### src/rtl/serial_add_pkg.sv
`default_nettype none
// +--------------------------------------------------------------------------+
// | Package     : serial_add_pkg                                             |
// | Description : Shared types and defaults for the bit-serial adder         |
// |               sequencer: FSM state encoding, default geometry and the    |
// |               frame counter width helper.                                |
// | Revision    : 1.0 - initial release                                      |
// +--------------------------------------------------------------------------+
package serial_add_pkg;

   localparam int DEF_WIDTH   = 8;
   localparam int DEF_SUM_LAT = 1;

   typedef enum logic [2:0] {
      IDLE  = 3'd0,
      CLR   = 3'd1,
      SHIFT = 3'd2,
      DRAIN = 3'd3,
      DONE  = 3'd4
   } seq_state_t;

   // The frame counter spans shift plus drain cycles and must also hold the
   // value it steps to on the final drain cycle without wrapping.
   function automatic int cnt_width(input int width, input int sum_lat);
      return $clog2(width + sum_lat + 1);
   endfunction

endpackage
`default_nettype wire

### src/rtl/serial_add_sequencer_if.sv
`default_nettype none
// +--------------------------------------------------------------------------+
// | Interface   : serial_add_sequencer_if                                    |
// | Description : Parallel operand/result handshake of the serial adder      |
// |               sequencer.                                                 |
// |   master : producer/consumer side (drives in_*, out_ready)               |
// |   slave  : sequencer side (drives in_ready, out_*)                       |
// |   in_valid/in_ready/in_a/in_b/in_cin   operand word handshake            |
// |   out_valid/out_ready/out_sum/out_cout result word handshake             |
// | Revision    : 1.0 - initial release                                      |
// +--------------------------------------------------------------------------+
interface serial_add_sequencer_if #(
   parameter int WIDTH = serial_add_pkg::DEF_WIDTH
);

   logic             in_valid;
   logic             in_ready;
   logic [WIDTH-1:0] in_a;
   logic [WIDTH-1:0] in_b;
   logic             in_cin;
   logic             out_valid;
   logic             out_ready;
   logic [WIDTH-1:0] out_sum;
   logic             out_cout;

   modport master (
      output in_valid, in_a, in_b, in_cin, out_ready,
      input  in_ready, out_valid, out_sum, out_cout
   );

   modport slave (
      input  in_valid, in_a, in_b, in_cin, out_ready,
      output in_ready, out_valid, out_sum, out_cout
   );

endinterface
`default_nettype wire

### src/rtl/serial_shift_reg.sv
`default_nettype none
// +--------------------------------------------------------------------------+
// | Module      : serial_shift_reg                                           |
// | Description : Right-shifting register with parallel load, serial input   |
// |               into the MSB and serial output from the LSB.               |
// |   clk, rst      clock, asynchronous active-high reset                    |
// |   i_load        parallel load (wins over shift)                          |
// |   i_load_val    parallel load value                                      |
// |   i_shift       shift right by one, i_ser_in enters at the MSB           |
// |   o_q           current contents                                         |
// |   o_q_next      contents after a shift this cycle                        |
// |   o_ser_out     current LSB                                              |
// | Revision    : 1.0 - initial release                                      |
// +--------------------------------------------------------------------------+
module serial_shift_reg #(
   parameter int WIDTH = 8
) (
   input  wire              clk,
   input  wire              rst,
   input  wire              i_load,
   input  wire  [WIDTH-1:0] i_load_val,
   input  wire              i_shift,
   input  wire              i_ser_in,
   output logic [WIDTH-1:0] o_q,
   output logic [WIDTH-1:0] o_q_next,
   output logic             o_ser_out
);

   logic [WIDTH-1:0] r_q;
   logic [WIDTH-1:0] w_next;

   assign w_next    = {i_ser_in, r_q[WIDTH-1:1]};
   assign o_q       = r_q;
   assign o_q_next  = w_next;
   assign o_ser_out = r_q[0];

   always_ff @(posedge clk or posedge rst) begin
      if (rst) begin
         r_q <= '0;
      end else if (i_load) begin
         r_q <= i_load_val;
      end else if (i_shift) begin
         r_q <= w_next;
      end
   end

endmodule
`default_nettype wire

### src/rtl/serial_add_sequencer.sv
`default_nettype none
// +--------------------------------------------------------------------------+
// | Module      : serial_add_sequencer                                       |
// | Description : Accepts a parallel operand word, clears the serial adder,  |
// |               streams A/B LSB-first (carry-in on bit 0 only), collects   |
// |               the delayed sum stream and final carry, and offers the     |
// |               parallel result through a valid/ready handshake.           |
// |   clk, reset        clock, asynchronous active-high reset                |
// |   bus (slave)       operand and result handshakes                        |
// |   sa_clr            one-cycle clear of the adder carry state             |
// |   sa_a/sa_b/sa_cin  serial operand bits / carry-in to the adder          |
// |   sa_sum/sa_cout    serial sum bit / carry-out from the adder            |
// |   busy              high whenever the FSM is not idle                    |
// | Revision    : 1.0 - initial release                                      |
// +--------------------------------------------------------------------------+
module serial_add_sequencer
   import serial_add_pkg::*;
#(
   parameter int WIDTH   = DEF_WIDTH,
   parameter int SUM_LAT = DEF_SUM_LAT
) (
   input  wire                   clk,
   input  wire                   reset,
   serial_add_sequencer_if.slave bus,
   output logic                  sa_clr,
   output logic                  sa_a,
   output logic                  sa_b,
   output logic                  sa_cin,
   input  wire                   sa_sum,
   input  wire                   sa_cout,
   output logic                  busy
);

   localparam int CNT_W = cnt_width(WIDTH, SUM_LAT);

   // Frame counter runs from 0 at shift cycle 0 through the last drain cycle.
   localparam logic [CNT_W-1:0] c_last_shift   = CNT_W'(WIDTH - 1);
   localparam logic [CNT_W-1:0] c_last_drain   = CNT_W'(WIDTH + SUM_LAT - 1);
   localparam logic [CNT_W-1:0] c_first_sample = CNT_W'(SUM_LAT);

   seq_state_t       r_state;
   logic [CNT_W-1:0] r_cnt;
   logic             r_cin;
   logic             r_in_ready;
   logic             r_out_valid;
   logic [WIDTH-1:0] r_out_sum;
   logic             r_out_cout;
   logic             r_sa_clr;
   logic             r_sa_a;
   logic             r_sa_b;
   logic             r_sa_cin;
   logic             r_busy;

   logic               w_accept;
   logic               w_op_shift;
   logic               w_sum_shift;
   logic [2*WIDTH-1:0] w_op_q;
   logic [2*WIDTH-1:0] w_op_next;
   logic               w_op_ser;
   logic [WIDTH-1:0]   w_sum_q;
   logic [WIDTH-1:0]   w_sum_next;
   logic               w_sum_ser;
   logic               w_unused_bits;

   assign w_accept   = (r_state == IDLE) && bus.in_valid && r_in_ready;

   // Operands are packed {B, A}; after k shifts A[k] sits at bit 0 and B[k]
   // at bit WIDTH. The register advances on the edge that drives each bit.
   assign w_op_shift = (r_state == CLR) || (r_state == SHIFT);

   // Sum bit k arrives SUM_LAT cycles after its operand bits were driven.
   assign w_sum_shift = ((r_state == SHIFT) || (r_state == DRAIN)) &&
                        (r_cnt >= c_first_sample);

   serial_shift_reg #(
      .WIDTH (2 * WIDTH)
   ) u_op_sr (
      .clk        (clk),
      .rst        (reset),
      .i_load     (w_accept),
      .i_load_val ({bus.in_b, bus.in_a}),
      .i_shift    (w_op_shift),
      .i_ser_in   (1'b0),
      .o_q        (w_op_q),
      .o_q_next   (w_op_next),
      .o_ser_out  (w_op_ser)
   );

   serial_shift_reg #(
      .WIDTH (WIDTH)
   ) u_sum_sr (
      .clk        (clk),
      .rst        (reset),
      .i_load     (1'b0),
      .i_load_val ({WIDTH{1'b0}}),
      .i_shift    (w_sum_shift),
      .i_ser_in   (sa_sum),
      .o_q        (w_sum_q),
      .o_q_next   (w_sum_next),
      .o_ser_out  (w_sum_ser)
   );

   // Register taps not needed by this configuration.
   assign w_unused_bits = &{1'b0, w_op_q[2*WIDTH-1:WIDTH+1], w_op_q[WIDTH-1:0],
                            w_op_next, w_sum_q, w_sum_ser};

   always_ff @(posedge clk or posedge reset) begin
      if (reset) begin
         r_state     <= IDLE;
         r_cnt       <= '0;
         r_cin       <= 1'b0;
         r_in_ready  <= 1'b1;
         r_out_valid <= 1'b0;
         r_out_sum   <= '0;
         r_out_cout  <= 1'b0;
         r_sa_clr    <= 1'b0;
         r_sa_a      <= 1'b0;
         r_sa_b      <= 1'b0;
         r_sa_cin    <= 1'b0;
         r_busy      <= 1'b0;
      end else begin
         r_sa_clr <= 1'b0;
         r_sa_a   <= 1'b0;
         r_sa_b   <= 1'b0;
         r_sa_cin <= 1'b0;
         case (r_state)
            IDLE: begin
               if (w_accept) begin
                  r_cin      <= bus.in_cin;
                  r_in_ready <= 1'b0;
                  r_busy     <= 1'b1;
                  r_sa_clr   <= 1'b1;
                  r_state    <= CLR;
               end
            end
            CLR: begin
               r_cnt    <= '0;
               r_sa_a   <= w_op_ser;
               r_sa_b   <= w_op_q[WIDTH];
               r_sa_cin <= r_cin;
               r_state  <= SHIFT;
            end
            SHIFT: begin
               r_cnt <= r_cnt + 1'b1;
               if (r_cnt == c_last_shift) begin
                  r_state <= DRAIN;
               end else begin
                  r_sa_a <= w_op_ser;
                  r_sa_b <= w_op_q[WIDTH];
               end
            end
            DRAIN: begin
               r_cnt <= r_cnt + 1'b1;
               if (r_cnt == c_last_drain) begin
                  // The final sum bit is captured straight from the shifted
                  // value so the result is complete on entry to DONE.
                  r_out_sum   <= w_sum_next;
                  r_out_cout  <= sa_cout;
                  r_out_valid <= 1'b1;
                  r_state     <= DONE;
               end
            end
            DONE: begin
               if (bus.out_ready) begin
                  r_out_valid <= 1'b0;
                  r_in_ready  <= 1'b1;
                  r_busy      <= 1'b0;
                  r_state     <= IDLE;
               end
            end
            default: begin
               r_in_ready  <= 1'b1;
               r_out_valid <= 1'b0;
               r_busy      <= 1'b0;
               r_state     <= IDLE;
            end
         endcase
      end
   end

   assign bus.in_ready  = r_in_ready;
   assign bus.out_valid = r_out_valid;
   assign bus.out_sum   = r_out_sum;
   assign bus.out_cout  = r_out_cout;
   assign sa_clr        = r_sa_clr;
   assign sa_a          = r_sa_a;
   assign sa_b          = r_sa_b;
   assign sa_cin        = r_sa_cin;
   assign busy          = r_busy;

endmodule
`default_nettype wire
### src/flat_wrapper.sv
// flat-port wrapper written by rule: the top's interface ports become plain ports
module serial_add_sequencer_flat import serial_add_pkg::*;
#(
   parameter int WIDTH   = DEF_WIDTH,
   parameter int SUM_LAT = DEF_SUM_LAT
)
  (clk, reset, sa_clr, sa_a, sa_b, sa_cin, sa_sum, sa_cout, busy, bus_in_valid, bus_in_a, bus_in_b, bus_in_cin, bus_out_ready, bus_in_ready, bus_out_valid, bus_out_sum, bus_out_cout);
  serial_add_sequencer_if #(.WIDTH(WIDTH)) bus_i ();
  input  wire clk;
  input  wire reset;
  output logic sa_clr;
  output logic sa_a;
  output logic sa_b;
  output logic sa_cin;
  input  wire sa_sum;
  input  wire sa_cout;
  output logic busy;
  input wire logic [$bits(bus_i.in_valid)-1:0] bus_in_valid;
  input wire logic [$bits(bus_i.in_a)-1:0] bus_in_a;
  input wire logic [$bits(bus_i.in_b)-1:0] bus_in_b;
  input wire logic [$bits(bus_i.in_cin)-1:0] bus_in_cin;
  input wire logic [$bits(bus_i.out_ready)-1:0] bus_out_ready;
  output wire logic [$bits(bus_i.in_ready)-1:0] bus_in_ready;
  output wire logic [$bits(bus_i.out_valid)-1:0] bus_out_valid;
  output wire logic [$bits(bus_i.out_sum)-1:0] bus_out_sum;
  output wire logic [$bits(bus_i.out_cout)-1:0] bus_out_cout;
  assign bus_i.in_valid = bus_in_valid;
  assign bus_i.in_a = bus_in_a;
  assign bus_i.in_b = bus_in_b;
  assign bus_i.in_cin = bus_in_cin;
  assign bus_i.out_ready = bus_out_ready;
  assign bus_in_ready = bus_i.in_ready;
  assign bus_out_valid = bus_i.out_valid;
  assign bus_out_sum = bus_i.out_sum;
  assign bus_out_cout = bus_i.out_cout;
  serial_add_sequencer #(.WIDTH(WIDTH), .SUM_LAT(SUM_LAT)) u_core (.clk(clk), .reset(reset), .bus(bus_i), .sa_clr(sa_clr), .sa_a(sa_a), .sa_b(sa_b), .sa_cin(sa_cin), .sa_sum(sa_sum), .sa_cout(sa_cout), .busy(busy));
endmodule
### config.mk
export PLATFORM = sky130hd
export DESIGN_NAME = serial_add_sequencer_flat
export DESIGN_NICKNAME = d
export VERILOG_FILES = /design/src/rtl/serial_add_pkg.sv /design/src/rtl/serial_add_sequencer_if.sv /design/src/rtl/serial_shift_reg.sv /design/src/rtl/serial_add_sequencer.sv /design/src/flat_wrapper.sv
export SDC_FILE = /design/constraint.sdc
export NUM_CORES = 1
export LEC_CHECK = 0
export ABC_AREA = 1
export CAP_MARGIN = 30
export CORE_MARGIN = 2
export CORE_UTILIZATION = 40
export CTS_BUF_LIST = sky130_fd_sc_hd__clkbuf_4
export DETAILED_ROUTE_END_ITERATION = 10
export HOLD_SLACK_MARGIN = 0.15
export SETUP_SLACK_MARGIN = 0.4
export SLEW_MARGIN = 5
export SYNTH_ARGS = -nofsm -noshare
export SYNTH_HDL_FRONTEND = slang
export SYNTH_SLANG_ARGS = --single-unit
### constraint.sdc
create_clock -name clk -period 1.8 [get_ports clk]
set_input_delay 0.36 -clock clk [delete_from_list [all_inputs] [get_ports clk]]
set_output_delay 0.36 -clock clk [all_outputs]
set_load 0.01 [all_outputs]
==> impl_metrics.tcl <==
set metrics [dict create \
    status "finished, final reports clean" \
    p_leak_nw 1.54 \
    synth-adder-area-share 0.0179 \
    antenna_found_initial 0 \
    root_buffer "clkbuf_4" \
    slew_violations 0 \
    crit_arrival_ns 1.05 \
    drive_above_1_share 0.323 \
    path_class "reg2out" \
    first_pass_iters 4 \
    clock_sinks 47 \
    die_h_um 76.5 \
    synthSimpleGateAreaFrac 0.296 \
    yosysSeqAreaShare 0.560 \
    stdcell_area_sq_mm 0.00291 \
    dieArea_sq_mm 0.00585 \
    post-route-min-period_ns 1.41 \
    clkSlewWorstSetupHoldPaths_ns 0.14 \
    rsz0062_at_grt "true" \
    synth_compound_area_frac 0.0500 \
    dpl-instance-area_sq_mm 0.00256 \
    ant_nets 0 \
    cp_slowest_cell "dfstp_2" \
    synth_top_area_share 0.548 \
    skew_ns 0.0110 \
    crit_family "flip-flops" \
    wl_um 4480 \
    crit_fanout 3 \
    diodes 0 \
    finalSetupViolations 0 \
    layout_worst_path_cycle_share 0.781 \
    gp_congestion 0.852 \
    syn_avg_cell_area_sq_um 8.72 \
    path_cells "buf_6" \
    io_pins 39 \
    cts_tree "built" \
    yosysTopAreaCell "dfrtp_1" \
    holdWs_ns 0.337 \
    grt_overflow 0 \
    synth_nets 267 \
    worstSkewPairLatency_ns 0.36 \
    start_kind "flop" \
    ys_seq_elements 47 \
    port_buffers 38 \
    ys_top_cells_by_area "dfrtp_1 (55%), nand2_1 (16%), nand3_1 (5.2%)" \
    die_w_um 76.5 \
    syn_area_sq_mm 0.00210 \
    peakVddDrop_mv 0.758 \
    clockBufferDepth 2 \
    grt_pass1_vias 1495 \
    synth_top_family_by_area "simple AND/OR/NAND/NOR gates" \
    power.total_mw 4.10 \
    rows 26 \
    power_density_mw_per_mm2 1410 \
    worst-path-buf-inv 1 \
    yosys_warnings 0 \
    grt_pass1_wl_um 6730 \
    initial_utilization 0.414 \
    hp-class "in2async" \
    vias 1741 \
    crit_path_end_kind "output pin" \
    wl_per_cell_um 12.2 \
    area_growth_pct 38.4 \
    slew_headroom 0.704 \
    drt-initial-drc-count 102 \
    vias_per_cell 4.74 \
    finalHoldViolations 0 \
    route.detailed.drc 0 \
    grt_max_degree 19 \
    cap_viol_max_count 0 \
    synth.distinct_cells 20 \
    slowest_delay_ns 0.58 \
    track_usage 0.144 \
    required_ns 1.44 \
    synth.area.mux_share 0 \
    syn-instance-count 241 \
    dpl.hpwl_um 2820 \
    core_sq_mm 0.00507 \
    final_nets 322 \
    htreeDepth 2 \
    synthXorXnorAreaFrac 0 \
    cts_buffers 5 \
    fmax_mhz 712 \
    setup_tns_ns 0 \
    worstMarginPinSlew_ns 0.443 \
]
==> routing by layer <==
layer / global-route usage / share of wire
met5: 0 / 0
met4: 0.0600 / 0.014
met3: 0.0332 / 0.039
met2: 0.204 / 0.45
met1: 0.211 / 0.49
==> synth_stat cells <==
cell     number
nand2_1      89
nor2_4        3
ha_1          3
dfrtp_1      46
nand3_1      22
buf_6         4
nor2_2        1
nor2_1       13
or2_2         1
o21ai_1      13
nand3_2       3
dfstp_2       1
buf_2         1
inv_1        22
inv_2         3
nand2_4       2
nand2_2       4
buf_8         1
nand4_1       1
o21ai_0       8
==> through the flow <==
| step | instances | util | setup slack (ns) |
|---|---|---|---|
| global placement | 346 | 0.504 | 0.212 |
| floorplan | 241 | - | 0.463 |
| CTS | 360 | 0.528 | 0.199 |
| detailed placement | 346 | 0.504 | 0.183 |
| global route | 367 | 0.573 | 0.330 |
| finish | 367 | 0.573 | 0.395 |
==> timing repair <==
action / CTS / global route
setup endpoints to repair: 42 / 51
buffers inserted: 6 / 5
hold buffers: 0 / 0
pin swaps: 2 / 10
gates cloned: 0 / 2
resized for setup: 30 / 72
==> cell families after synthesis <==
group / after synthesis
adder cells (fa/ha/maj): 3
AND/OR/NAND/NOR: 139
flip-flops: 47
AO/OA/AOI/OAI: 21
buffers and inverters: 31
==> cells in the final DEF (no fill, tap or decap), types with 5 or more instances in the layout <==
cell	n
inv_1	19
clkdlybuf4s15_1	6
nand2_2	17
dfrtp_1	43
nand3_2	16
nand2_4	10
clkbuf_4	6
o21ai_1	12
buf_4	8
nand3_1	9
o21ai_0	8
nand2_1	68
inv_2	5
clkdlybuf4s50_1	22
nor2_1	13
clkbuf_2	9
==> cell type report <==
class,instances,area [sq um]
inverter,25,97.6
clock buffer,6,45.0
multi-input combinational,164,970
clock inverter,2,12.5
sequential,47,1180
timing repair buffer,53,515
fill,489,2170
tap,70,87.6
==> report_power, final <==
group          internal [mW]  switching [mW]  total [mW]
Clock                  0.166           0.339       0.506
Sequential              1.37           0.233        1.60
Combinational          0.849            1.15        2.00
==> state kept, by name, indices dropped and copies added, names as in the netlist <==
name and flops:
u_core.u_op_sr.o_q 16, u_core.bus.out_sum 8, u_core.u_sum_sr.o_q 7, u_core.r_cnt 4, u_core.r_state 3, u_core.bus.in_ready 1, u_core.bus.out_cout 1, u_core.bus.out_valid 1
u_core.busy 1, u_core.r_cin 1, u_core.sa_a 1, u_core.sa_b 1, u_core.sa_cin 1, u_core.sa_clr 1
==> final timing paths <==
path / startpoint / to / slack (ns) / depth (start not counted)
max: u_core.bus.in_ready / bus_in_ready / 0.39 / 1
min: reset / u_core.bus.out_valid / 0.34 / 2
max reg2reg: u_core.r_state[2] / u_core.u_op_sr.o_q[1] / 0.41 / 7
min reg2reg: u_core.bus.out_cout / u_core.bus.out_cout / 0.49 / 2
max in group asynchronous: reset / u_core.r_state[1] / 1.04 / 3
min in group clk: u_core.bus.out_cout / u_core.bus.out_cout / 0.49 / 2
No activity file was read; power rests on OpenSTA's default activity.
